`src/rtl/seq_fsm_pkg.sv`:
```
// Shared definitions for the serial-pattern FSM blocks: state encodings,
// the default pattern and the repetition-count helper.
package seq_fsm_pkg;

    typedef enum logic [1:0] {
        ST_IDLE  = 2'b00,
        ST_SHIFT = 2'b01,
        ST_DONE  = 2'b10
    } state_e;

    localparam logic [3:0] PATTERN_DEFAULT = 4'b1100;

    // A requested count of zero still sends the word once.
    function automatic logic [3:0] eff_count(input logic [3:0] count);
        return (count == 4'd0) ? 4'd1 : count;
    endfunction

endpackage

```
`src/rtl/seq_window_cmp.sv`:
```
// Sliding-window comparator: keeps the previous WIDTH-1 stream bits and flags,
// one register stage later, when they plus the incoming bit equal PATTERN.
module seq_window_cmp
    import seq_fsm_pkg::*;
#(
    parameter int               WIDTH   = 4,
    parameter logic [WIDTH-1:0] PATTERN = WIDTH'(PATTERN_DEFAULT)
) (
    input  logic clk,
    input  logic reset,
    input  logic clr,
    input  logic bit_valid,
    input  logic bit_in,
    input  logic fill_ok,
    output logic match
);

    logic [WIDTH-2:0] hist_q, hist_d, hist_src;
    logic [WIDTH-1:0] win;
    logic             match_q, match_d;

    // clr discards old history but still keeps the bit arriving alongside it.
    always_comb begin
        hist_src = clr ? '0 : hist_q;
        win      = {hist_src, bit_in};
        match_d  = bit_valid && fill_ok && (win == PATTERN);
        hist_d   = bit_valid ? win[WIDTH-2:0] : hist_src;
    end

    always_ff @(posedge clk) begin
        if (reset) begin
            hist_q  <= '0;
            match_q <= 1'b0;
        end else begin
            hist_q  <= hist_d;
            match_q <= match_d;
        end
    end

    assign match = match_q;

endmodule

```
`src/rtl/seq_pattern_tx.sv`:
```
// Serial pattern transmitter: accepts a word over valid/ready, shifts it out
// MSB-first a programmable number of times, and flags PATTERN completions.
module seq_pattern_tx
    import seq_fsm_pkg::*;
#(
    parameter int               WIDTH    = 4,
    parameter logic [WIDTH-1:0] PATTERN  = WIDTH'(PATTERN_DEFAULT),
    parameter logic             IDLE_BIT = 1'b0
) (
    input  logic             clk,
    input  logic             reset,
    input  logic             load_valid,
    output logic             load_ready,
    input  logic [WIDTH-1:0] load_data,
    input  logic [3:0]       load_count,
    output logic             tx_bit,
    output logic             tx_valid,
    output logic             busy,
    output logic             done,
    output logic             match,
    output logic [1:0]       state
);

    localparam int            CW   = $clog2(WIDTH);
    localparam logic [CW-1:0] LAST = CW'(WIDTH - 1);

    state_e           state_q, state_d;
    logic [WIDTH-1:0] shift_q, shift_d;
    logic [WIDTH-1:0] held_q, held_d;
    logic [3:0]       reps_q, reps_d;
    logic [CW-1:0]    cnt_q, cnt_d;
    logic             fill_q, fill_d;
    logic             tx_bit_q, tx_bit_d;
    logic             tx_valid_q, tx_valid_d;
    logic             done_q, done_d;
    logic             accept;
    logic             fill_ok;

    assign load_ready = (state_q == ST_IDLE);
    assign busy       = (state_q == ST_SHIFT) || (state_q == ST_DONE);
    assign accept     = load_valid && load_ready;

    // Outputs are registered, so the _d terms describe the bit on the wire
    // in the cycle after this edge; cnt_q indexes the bit currently driven.
    always_comb begin
        state_d    = state_q;
        shift_d    = shift_q;
        held_d     = held_q;
        reps_d     = reps_q;
        cnt_d      = cnt_q;
        fill_d     = fill_q;
        tx_bit_d   = IDLE_BIT;
        tx_valid_d = 1'b0;
        done_d     = 1'b0;
        case (state_q)
            ST_IDLE: begin
                if (accept) begin
                    state_d    = ST_SHIFT;
                    held_d     = load_data;
                    shift_d    = load_data << 1;
                    reps_d     = eff_count(load_count);
                    cnt_d      = '0;
                    fill_d     = 1'b0;
                    tx_bit_d   = load_data[WIDTH-1];
                    tx_valid_d = 1'b1;
                end
            end
            ST_SHIFT: begin
                if (cnt_q == LAST) begin
                    fill_d = 1'b1;
                    if (reps_q > 4'd1) begin
                        reps_d     = reps_q - 4'd1;
                        cnt_d      = '0;
                        shift_d    = held_q << 1;
                        tx_bit_d   = held_q[WIDTH-1];
                        tx_valid_d = 1'b1;
                    end else begin
                        state_d = ST_DONE;
                        done_d  = 1'b1;
                    end
                end else begin
                    cnt_d      = cnt_q + 1'b1;
                    shift_d    = shift_q << 1;
                    tx_bit_d   = shift_q[WIDTH-1];
                    tx_valid_d = 1'b1;
                end
            end
            ST_DONE: state_d = ST_IDLE;
            default: state_d = ST_IDLE;
        endcase
    end

    // The next bit closes a full window once a whole word has gone out.
    assign fill_ok = fill_d || (cnt_d == LAST);

    always_ff @(posedge clk) begin
        if (reset) begin
            state_q    <= ST_IDLE;
            shift_q    <= '0;
            held_q     <= '0;
            reps_q     <= '0;
            cnt_q      <= '0;
            fill_q     <= 1'b0;
            tx_bit_q   <= IDLE_BIT;
            tx_valid_q <= 1'b0;
            done_q     <= 1'b0;
        end else begin
            state_q    <= state_d;
            shift_q    <= shift_d;
            held_q     <= held_d;
            reps_q     <= reps_d;
            cnt_q      <= cnt_d;
            fill_q     <= fill_d;
            tx_bit_q   <= tx_bit_d;
            tx_valid_q <= tx_valid_d;
            done_q     <= done_d;
        end
    end

    seq_window_cmp #(
        .WIDTH   (WIDTH),
        .PATTERN (PATTERN)
    ) u_win (
        .clk       (clk),
        .reset     (reset),
        .clr       (accept),
        .bit_valid (tx_valid_d),
        .bit_in    (tx_bit_d),
        .fill_ok   (fill_ok),
        .match     (match)
    );

    assign tx_bit   = tx_bit_q;
    assign tx_valid = tx_valid_q;
    assign done     = done_q;
    assign state    = state_q;

endmodule

```
`config.mk`:
```
export PLATFORM = sky130hd
export DESIGN_NAME = seq_pattern_tx
export DESIGN_NICKNAME = d
export VERILOG_FILES = /design/src/rtl/seq_fsm_pkg.sv /design/src/rtl/seq_window_cmp.sv /design/src/rtl/seq_pattern_tx.sv
export SDC_FILE = /design/constraint.sdc
export NUM_CORES = 1
export LEC_CHECK = 0
export CORE_ASPECT_RATIO = 0.9
export CORE_MARGIN = 2
export CORE_UTILIZATION = 35
export CTS_CLUSTER_SIZE = 14
export DETAILED_ROUTE_END_ITERATION = 6
export DONT_BUFFER_PORTS = 1
export PLACE_DENSITY = 0.54
export SLEW_MARGIN = 20
export SYNTH_ARGS = -nofsm -noshare
export SYNTH_HDL_FRONTEND = slang
export SYNTH_SLANG_ARGS = --single-unit
```
`constraint.sdc`:
```
create_clock -name clk -period 4.25 [get_ports clk]
set_input_delay 0.6375 -clock clk [delete_from_list [all_inputs] [get_ports clk]]
set_output_delay 0.6375 -clock clk [all_outputs]
set_load 0.05 [all_outputs]
```
== Word level (Yosys, flattened, before mapping) ==
Cells that the tools add are included.

* Add/sub/neg operators: 2
* $lt $le $gt $ge: 1
* Equal/unequal tests: 10
* Muxes and demuxes: 31
* Bitwise gates (word level): 2
* Reduce and logical (&&, ||, !) cells: 13

{| class="wikitable"
|+ Operator list
! cell !! number
|-
| 2-to-1 mux 4 bit || 7
|-
| case mux 4 bit (2 select lines) || 2
|-
| 2-to-1 mux 2 bit || 6
|-
| 2-to-1 mux 1 bit || 9
|-
| case mux 2 bit (2 select lines) || 2
|-
| == test 2 bit (second input constant) || 3
|-
| 2-to-1 mux 3 bit || 2
|-
| inequality test 2 x 1 -> 1 bit (second input constant) || 3
|-
| case mux 1 bit (2 select lines) || 3
|-
| AND reduction 3 bit || 2
|-
| == test 4 bit (second input constant) || 1
|-
| > comparator 4 x 1 -> 1 bit (second input constant) || 1
|-
| logical NOT 4 bit || 1
|-
| AND reduction 4 bit || 1
|-
| subtractor 4 x 1 -> 4 bit (second input constant) || 1
|-
| logical AND 1 bit || 3
|-
| inequality test 3 x 2 -> 1 bit (second input constant) || 1
|-
| OR reduction 3 bit || 1
|-
| adder 2 x 1 -> 2 bit (second input constant) || 1
|-
| == test 2 x 1 -> 1 bit (second input constant) || 1
|-
| logical NOT 2 bit || 1
|-
| logical OR 1 bit || 2
|-
| inequality test 2 bit (second input constant) || 1
|-
| NOT 1 bit || 2
|-
| 2 further kinds || 2
|}

* Bits in registers: 24
* Input port bits: 11
* Output and inout port bits: 8
* Word-level logic and storage cells: 70

== Longest topological paths before layout ==
Gate-level depths: netlist of the first run.

* Depth in word-level cells: 8
* Depth in mapped cells: 8
* Depth with buffers taken out: 6

== Hierarchy ==
From an unflattened synthesis of the first run, not the netlist that was laid out.

* Cell total of the unflattened synthesis: 144
* Area, all modules: 1213.7 sq um

{| class="wikitable"
|+ Modules (own cells, without submodules)
! module !! instances !! cells each !! area each (sq um) !! sequential area each (sq um)
|-
| seq_pattern_tx || 1 || 130 || 1064.8 || 380.4
|-
| seq_window_cmp || 1 || 14 || 148.9 || 80.1
|}

== Least setup slack after synthesis of the first run ==
Ideal clock, no wire load.

* Kind: register -> register
* From: reg state_q[0], in the netlist state[0]
* To: reg u_win.match_q, in the netlist u_win.match
* Library setup time: 87 ps
* Data arrival time: 2214 ps
* Data required time: 4163 ps
* Slack: 1948 ps
* Stages on the path, launching flop included: 6
* Path buffers: 0
* Clock period less this slack: 2302 ps
* Path through: dfxtp_1 > inv_1 > ha_1 > and2_1 > or4_1 > nor4b_2

* Cells in the longest elaborated chain, start to end: 8
* Elaborated cells between the ends (all ways): 17
* Those cells by class: 3 x eq/ne; 9 x mux; 5 x reduce/logical

{| class="wikitable"
|+ Ends and longest elaborated chain
! item !! line !! source
|-
| start: declaration || seq_pattern_tx.sv:27 || <nowiki>state_e state_q, state_d;</nowiki>
|-
| start signal: assignment || seq_pattern_tx.sv:108 || <nowiki>state_q <= state_d;</nowiki>
|-
| logical NOT 2 bit * || seq_pattern_tx.sv:39 || <nowiki>assign load_ready = (state_q == ST_IDLE);</nowiki>
|-
| via load_ready || seq_pattern_tx.sv:13 || <nowiki>output logic load_ready,</nowiki>
|-
| logical AND 1 bit || seq_pattern_tx.sv:41 || <nowiki>assign accept = load_valid && load_ready;</nowiki>
|-
| 2-to-1 mux 2 bit || seq_pattern_tx.sv:57 || <nowiki>if (accept) begin</nowiki>
|-
| case mux 2 bit (2 select lines) || seq_pattern_tx.sv:55 || <nowiki>case (state_q)</nowiki>
|-
| == test 2 bit || seq_pattern_tx.sv:94 || <nowiki>assign fill_ok = fill_d || (cnt_d == LAST);</nowiki>
|-
| logical OR 1 bit || seq_pattern_tx.sv:94 ||
|-
| logical AND 1 bit || seq_window_cmp.sv:26 || <nowiki>match_d = bit_valid && fill_ok && (win == PATTERN);</nowiki>
|-
| logical AND 1 bit * || seq_window_cmp.sv:26 ||
|-
| end signal: assignment || seq_window_cmp.sv:36 || <nowiki>match_q <= match_d;</nowiki>
|-
| end: declaration || seq_window_cmp.sv:20 || <nowiki>logic match_q, match_d;</nowiki>
|}

Mark *: on every way through the listed nets, which the timed path passes. The rest lies on a longest branch.
A chain may end at the register's enable or synchronous reset.

== Worst setup path in the final report of the first run ==
* From: reg state_q[0], in the netlist state[0]
* To: reg cnt_q[1]

* Cells in the longest elaborated chain, start to end: 4
* Elaborated cells between the ends (all ways): 5
* Those cells by class: 1 x eq/ne; 2 x mux; 2 x reduce/logical

{| class="wikitable"
|+ Ends and longest elaborated chain
! item !! line !! source
|-
| logical NOT 2 bit || seq_pattern_tx.sv:39, seq_pattern_tx.sv:55 ||
|-
| logical AND 1 bit || seq_pattern_tx.sv:41 ||
|-
| 2-to-1 mux 2 bit || seq_pattern_tx.sv:57 ||
|-
| case mux 2 bit (2 select lines) * || seq_pattern_tx.sv:55 ||
|-
| end signal: assignment || seq_pattern_tx.sv:112 || <nowiki>cnt_q <= cnt_d;</nowiki>
|-
| end: declaration || seq_pattern_tx.sv:31 || <nowiki>logic [CW-1:0] cnt_q, cnt_d;</nowiki>
|}

Every way passes the cells marked *; elsewhere a longest branch is shown, timed or not.

==> flow_summary.json, run 1 <==
{
  "clock-root-buffer": "clkbuf_8",
  "status": "completed",
  "final_area_sq_um": 1250,
  "swShare_pct": 40.8,
  "cts_buffers": 3,
  "critical_path_required_ps": 4450,
  "port_buffers": 0,
  "met3_usage_pct": 5.13,
  "pwr-share-clk_pct": 19.4,
  "synth_top_area_share_pct": 38.7,
  "grt_pass1_wl_mm": 4.24,
  "synth_edf_count": 0,
  "period_share_pct": 64.2,
  "setup_ws_ps": 1520,
  "die_w_um": 65.5,
  "globalRoute.busiestLayer": "met2",
  "gp_congestion": 0.772,
  "rsz0062_at_grt": "no",
  "ys.flop_type": "dfxtp_1",
  "synthesis.area_sq_um": 1190,
  "routed_wl_mm": 2.46,
  "ctsResizeCount": 0,
  "dp_hpwl_mm": 1.82,
  "irDropWorstVdd_mv": 0.229,
  "postSynth.asyncResetShare_pct": 0,
  "dieArea_sq_um": 3880,
  "clk_latency_ps": 260,
  "p_seq_share_pct": 42.7,
  "dp_slack_ps": 1530,
  "fin_skew_ps": 2.00,
  "cts_sinks": 23,
  "power.total_uw": 692,
  "setup_viol": 0,
  "startpoint_type": "flip-flop",
  "reg2regPathDepth": 5,
  "postCtsSetupRepairBufs": 0,
  "use_met2_pct": 22.3,
  "timing_worst_setup_path_type": "flip-flop to flip-flop",
  "yosysSeqAreaShare_pct": 38.7,
  "synth.avg_cell_area_sq_um": 8.50,
  "htree_levels": 1,
  "synth_cell_types": 36,
  "slew_viol_final": 0,
  "rrSetupSlack_ps": 1520,
  "min_path_type": "input pin to flip-flop",
  "die_height_um": 59.3,
  "nets": 155,
  "fill_cells": 356,
  "cts_hold_buf": 0,
  "p_switching_uw": 282,
  "grt_max_degree": 24,
  "r2r_start": "state[0]",
  "num_rows": 20,
  "clk_pin_slew_ps": 80,
  "diodes": 0,
  "holdWs_ps": 434,
  "yosys_warnings": 0,
  "wl_per_cell_um": 13.6,
  "grt-ovfl-total": 0,
  "maxCapViolCount": 0,
  "slew_headroom_pct": 53.3,
  "synth_top_area_cell": "dfxtp_1",
  "cp-end-kind": "flip-flop",
  "antenna_found_initial": 0,
  "syn_nets": 157,
  "start_util_pct": 36.0,
  "vias": 976,
  "core-area_sq_um": 3300,
  "cts_tree": "done",
  "vias_per_cell": 5.39,
  "cts_buffer_depth": 2,
  "r2r_end": "cnt_q[1]",
  "whs_path_depth": 1,
  "use_met1_pct": 18.5,
  "track_usage_pct": 14.0,
  "fmax_mhz": 366,
  "first_global_vias": 909,
  "synth_area_leaders": "dfxtp_1 (39%), a21oi_1 (6.3%), ha_1 (6.3%), nand2_1 (5.7%), mux2i_1 (5.0%)",
  "syn_inst": 140,
  "io_pins": 19,
  "hold_end": "tx_valid",
  "timing.final.crit_period_ps": 2730,
  "first_iter_violations": 45,
  "drc_errors": 0,
  "first_pass_iters": 4,
  "p_comb_share_pct": 37.9,
  "min_from": "reset",
  "hold_viol": 0,
  "placed_area_sq_um": 1210,
  "drive_above_1_share_pct": 5.11,
  "internal_power_uw": 410,
  "p_per_area_nw_per_um2": 552,
  "total_leakage_power_uw": 0.000460,
  "cp_max_fo": 20,
  "area_delta_synth_final_pct": 5.36,
  "worst_slew_pin_slew_ps": 701,
  "setup_tns_ps": 0,
  "drtAntennaViolNets": 0,
  "synth-seq-cells": 23,
  "arrival_ps": 2930
}
worst max path at each step:
| stage | start | to | slack (ps) | cells after the start |
|---|---|---|---|---|
| 2_1_floorplan | state[0] | u_win.match | 1950 | 5 |
| 3_3_place_gp | state[0] | cnt_q[1] | 1590 | 5 |
| 3_5_place_dp | state[0] | cnt_q[1] | 1530 | 5 |
| 4_1_cts | state[0] | cnt_q[1] | 1520 | 5 |
| 5_1_grt | state[0] | cnt_q[1] | 1360 | 5 |
| 6_report | state[0] | cnt_q[1] | 1520 | 5 |
through the flow:
step | cells | util (%)
2_1_floorplan | 140 | -
3_3_place_gp | 177 | 36.6
3_5_place_dp | 177 | 36.6
4_1_cts | 181 | 38.0
5_1_grt | 181 | 38.0
6_report | 181 | 38.0
cell usage in the layout (no fill, tap or decap):
cell	instances
and2_1	1
a211oi_1	2
o22a_1	1
a21oi_1	15
clkbuf_8	3
inv_1	8
clkbuf_1	1
nor2_1	14
nor3_1	5
nor4_1	1
o21a_1	1
o21ai_0	4
nand4_1	1
a311oi_1	1
o2111ai_1	1
nand3_1	5
mux2i_1	6
ha_1	6
o31a_1	1
and3_1	1
a22oi_1	1
nand2b_1	1
mux2_2	1
a2bb2oi_1	2
dfxtp_1	23
o31ai_4	1
a41o_1	1
o41a_4	1
a41oi_1	1
o32ai_1	3
or4_1	1
nand2_1	18
or2_1	2
o211ai_1	2
nor4b_2	1
layer usage:
layer  vias to the layer above  part of all wire, %
met1                       454                   51
li1                        499                    -
met2                        19                   43
met3                         4                  6.1
met4                         0                 0.57
met5                         -                    0
power groups by stage:
| stage | Clock [uW] | Combinational [uW] | Sequential [uW] |
|---|---|---|---|
| floorplan | 0 | 237 | 293 |
| global placement | 0 | 258 | 300 |
| detailed placement | 0 | 261 | 301 |
| CTS | 139 | 263 | 296 |
| global route | 148 | 296 | 301 |
| finish | 134 | 262 | 296 |
sequential cells by signal, indices dropped and copies added, names as in the netlist:
signal,cells
tx_bit,1
done,1
state,2
cnt_q,2
u_win.match,1
shift_q,3
u_win.hist_q,3
reps_q,4
held_q,4
tx_valid,1
fill_q,1
critical path, cell delays in order, from the launching register on:
cell and delay [ps]:
dfxtp_1 670, ha_1 710, inv_1 390, o41a_4 610, o22a_1 210, nor2_1 80
synthesized netlist by cell type, types with 2 or more instances:
cell type	instances
a2bb2oi_1	2
nor2_1	14
ha_1	6
or2_1	2
a21oi_1	15
mux2i_1	6
nand2_1	18
dfxtp_1	23
nor3_1	5
buf_2	2
nand3_1	5
o32ai_1	3
o21ai_0	4
a211oi_1	2
inv_1	8
clkbuf_1	4
o211ai_1	2
cells by family (layout without fill, tap and decap cells):
| family | after synthesis | in the layout | synth area share [%] |
|---|---|---|---|
| and+or+nand+nor | 51 | 51 | 19.9 |
| AOI/OAI and AO/OA | 38 | 38 | 23.6 |
| DFF | 23 | 23 | 38.7 |
| buffers and inverters | 15 | 12 | 5.57 |
| muxes | 7 | 7 | 5.99 |
| adders and majority gates | 6 | 6 | 6.31 |
layout make-up:
class / count / area [sq um] / share of cell area (%)
multi-input cells: 102 / 663 / 52.9
flip-flops and latches: 23 / 460 / 36.7
well taps: 44 / 55.1 / 4.39
clock buffers: 4 / 45.0 / 3.59
inverters: 8 / 30.0 / 2.40
Power figures use the tool's default switching activity.
==> run 2, diff against run 1 <==
--- a/config.mk
+++ b/config.mk
@@ -11,7 +11,7 @@
 export CTS_CLUSTER_SIZE = 14
 export DETAILED_ROUTE_END_ITERATION = 6
 export DONT_BUFFER_PORTS = 1
-export PLACE_DENSITY = 0.54
+export PLACE_DENSITY = 0.56
 export SLEW_MARGIN = 20
 export SYNTH_ARGS = -nofsm -noshare
 export SYNTH_HDL_FRONTEND = slang
==> constraint.sdc (replaced) <==
create_clock -name clk -period 2.5 [get_ports clk]
set_input_delay 0.375 -clock clk [delete_from_list [all_inputs] [get_ports clk]]
set_output_delay 0.375 -clock clk [all_outputs]
set_load 0.05 [all_outputs]
==> flow_summary.json, run 2 (same netlist as run 1, synthesis figures left out) <==
{
  "status": "completed",
  "final_area_sq_um": 1290,
  "vias": 1003,
  "critical_path_required_ps": 2670,
  "setup_viol": 0,
  "slew_headroom_pct": 66.5,
  "dp_hpwl_mm": 1.81,
  "hold_viol": 0,
  "vias_per_cell": 5.39,
  "slew_viol_final": 0,
  "first_pass_iters": 4,
  "timing.final.crit_period_ps": 1920,
  "arrival_ps": 2090,
  "die_w_um": 65.5,
  "cts_buffers": 3,
  "wl_met1_mm": 1.18,
  "antenna_found_initial": 0,
  "place_inst": 182,
  "fmax_mhz": 520,
  "worst_slew_pin_slew_ps": 500,
  "min_path_type": "input pin to flip-flop",
  "irDropWorstVdd_mv": 0.431,
  "nets": 160,
  "die_height_um": 59.3,
  "start_util_pct": 36.0,
  "dp_slack_ps": 588,
  "postCtsSetupRepairBufs": 0,
  "diodes": 0,
  "rsz0062_at_grt": "no",
  "routed_wl_mm": 2.44,
  "setup_ws_ps": 578,
  "period_share_pct": 76.9,
  "final_cell_count_no_fill": 186,
  "largestRegisters": "held_q: 4 flops, reps_q: 4 flops",
  "met2_wirelength_mm": 1.09,
  "fin_skew_ps": 7.98,
  "maxCapViolCount": 0,
  "startpoint_type": "flip-flop",
  "placed_area_sq_um": 1250,
  "gp_congestion": 0.738,
  "grt-ovfl-total": 0,
  "final_cell_mix": "dfxtp_1 (23), nand2_1 (18), a21oi_1 (15)",
  "met3_length_um": 154,
  "grt_pass1_wl_mm": 4.31,
  "dieArea_sq_um": 3880,
  "drc_errors": 0,
  "setup_tns_ps": 0,
  "final_common_cell": "dfxtp_1",
  "cp-end-kind": "flip-flop",
  "clk_latency_ps": 270,
  "drive_above_1_share_pct": 9.15,
  "post-route-util_pct": 39.1,
  "drtAntennaViolNets": 0,
  "clk_pin_slew_ps": 90,
  "cts_sinks": 23,
  "p_per_area_nw_per_um2": 935,
  "cp_max_fo": 12,
  "io_pins": 19,
  "area_delta_synth_final_pct": 8.62,
  "clock-root-buffer": "clkbuf_8",
  "total_leakage_power_uw": 0.000488,
  "grt_max_degree": 24,
  "track_usage_pct": 14.0,
  "cts_buffer_depth": 2,
  "core-area_sq_um": 3300,
  "first_global_vias": 929,
  "ctsResizeCount": 0,
  "first_iter_violations": 43,
  "wl_per_cell_um": 13.1,
  "num_rows": 20,
  "cts_tree": "done",
  "timing_worst_setup_path_type": "flip-flop to flip-flop",
  "port_buffers": 0,
  "cts_hold_buf": 0,
  "htree_levels": 1,
  "top_layer_used": "met4"
}
==> run 2: cell types whose count changed in the layout (fill, tap and decap cells not counted) <==
cell / before / now
buf_4: 0 / 5
clkbuf_1: 1 / 0
clkinv_2: 0 / 1
==> run 2: where the power goes <==
part	internal [uW]	switching, uW	leakage, uW	total [uW]
Sequential	422	57.1	0.000188	479
Combinational	187	307	0.000274	494
Clock	112	124	0.0000255	236
Total	720	488	0.000488	1210
==> run 2: per-layer routing <==
| metal | up-vias | global-route usage [%] |
|---|---|---|
| li1 | 508 | - |
| met1 | 467 | 19.2 |
| met2 | 26 | 22.3 |
| met3 | 2 | 4.37 |
| met4 | 0 | 1.79 |
| met5 | - | 0 |
==> run 2: through the flow <==
step | power (uW) | hold WS [ps]
after floorplan | 901 | 436
after CTS | 1220 | 155
after global routing | 1300 | 153
after global placement | 978 | 441
after detailed placement | 981 | 446
final | 1210 | 160
==> run 2: worst paths after layout <==
kind,startpoint,endpoint,slack [ps],cells after the start
worst max-delay path,cnt_q[0],state[0],580,5
worst min-delay path,reset,held_q[3],160,1
worst max register to register,cnt_q[0],state[0],580,5
worst min register to register,held_q[3],held_q[3],460,2
==> run 2: worst max-delay path: stages, from the launching register on <==
cell	delay (ps)
dfxtp_1	390
ha_1	430
inv_1	180
o31ai_4	470
a211oi_1	130
a41o_1	220
==> run 2: final cells by class <==
type | instances | area [sq um]
clock buffers | 3 | 41.3
clock inverters | 1 | 5.00
fillers | 364 | 2010
inverters | 8 | 30.0
multi-input cells | 102 | 663
flip-flops and latches | 23 | 460
well taps | 44 | 55.1
repair buffers | 5 | 37.5
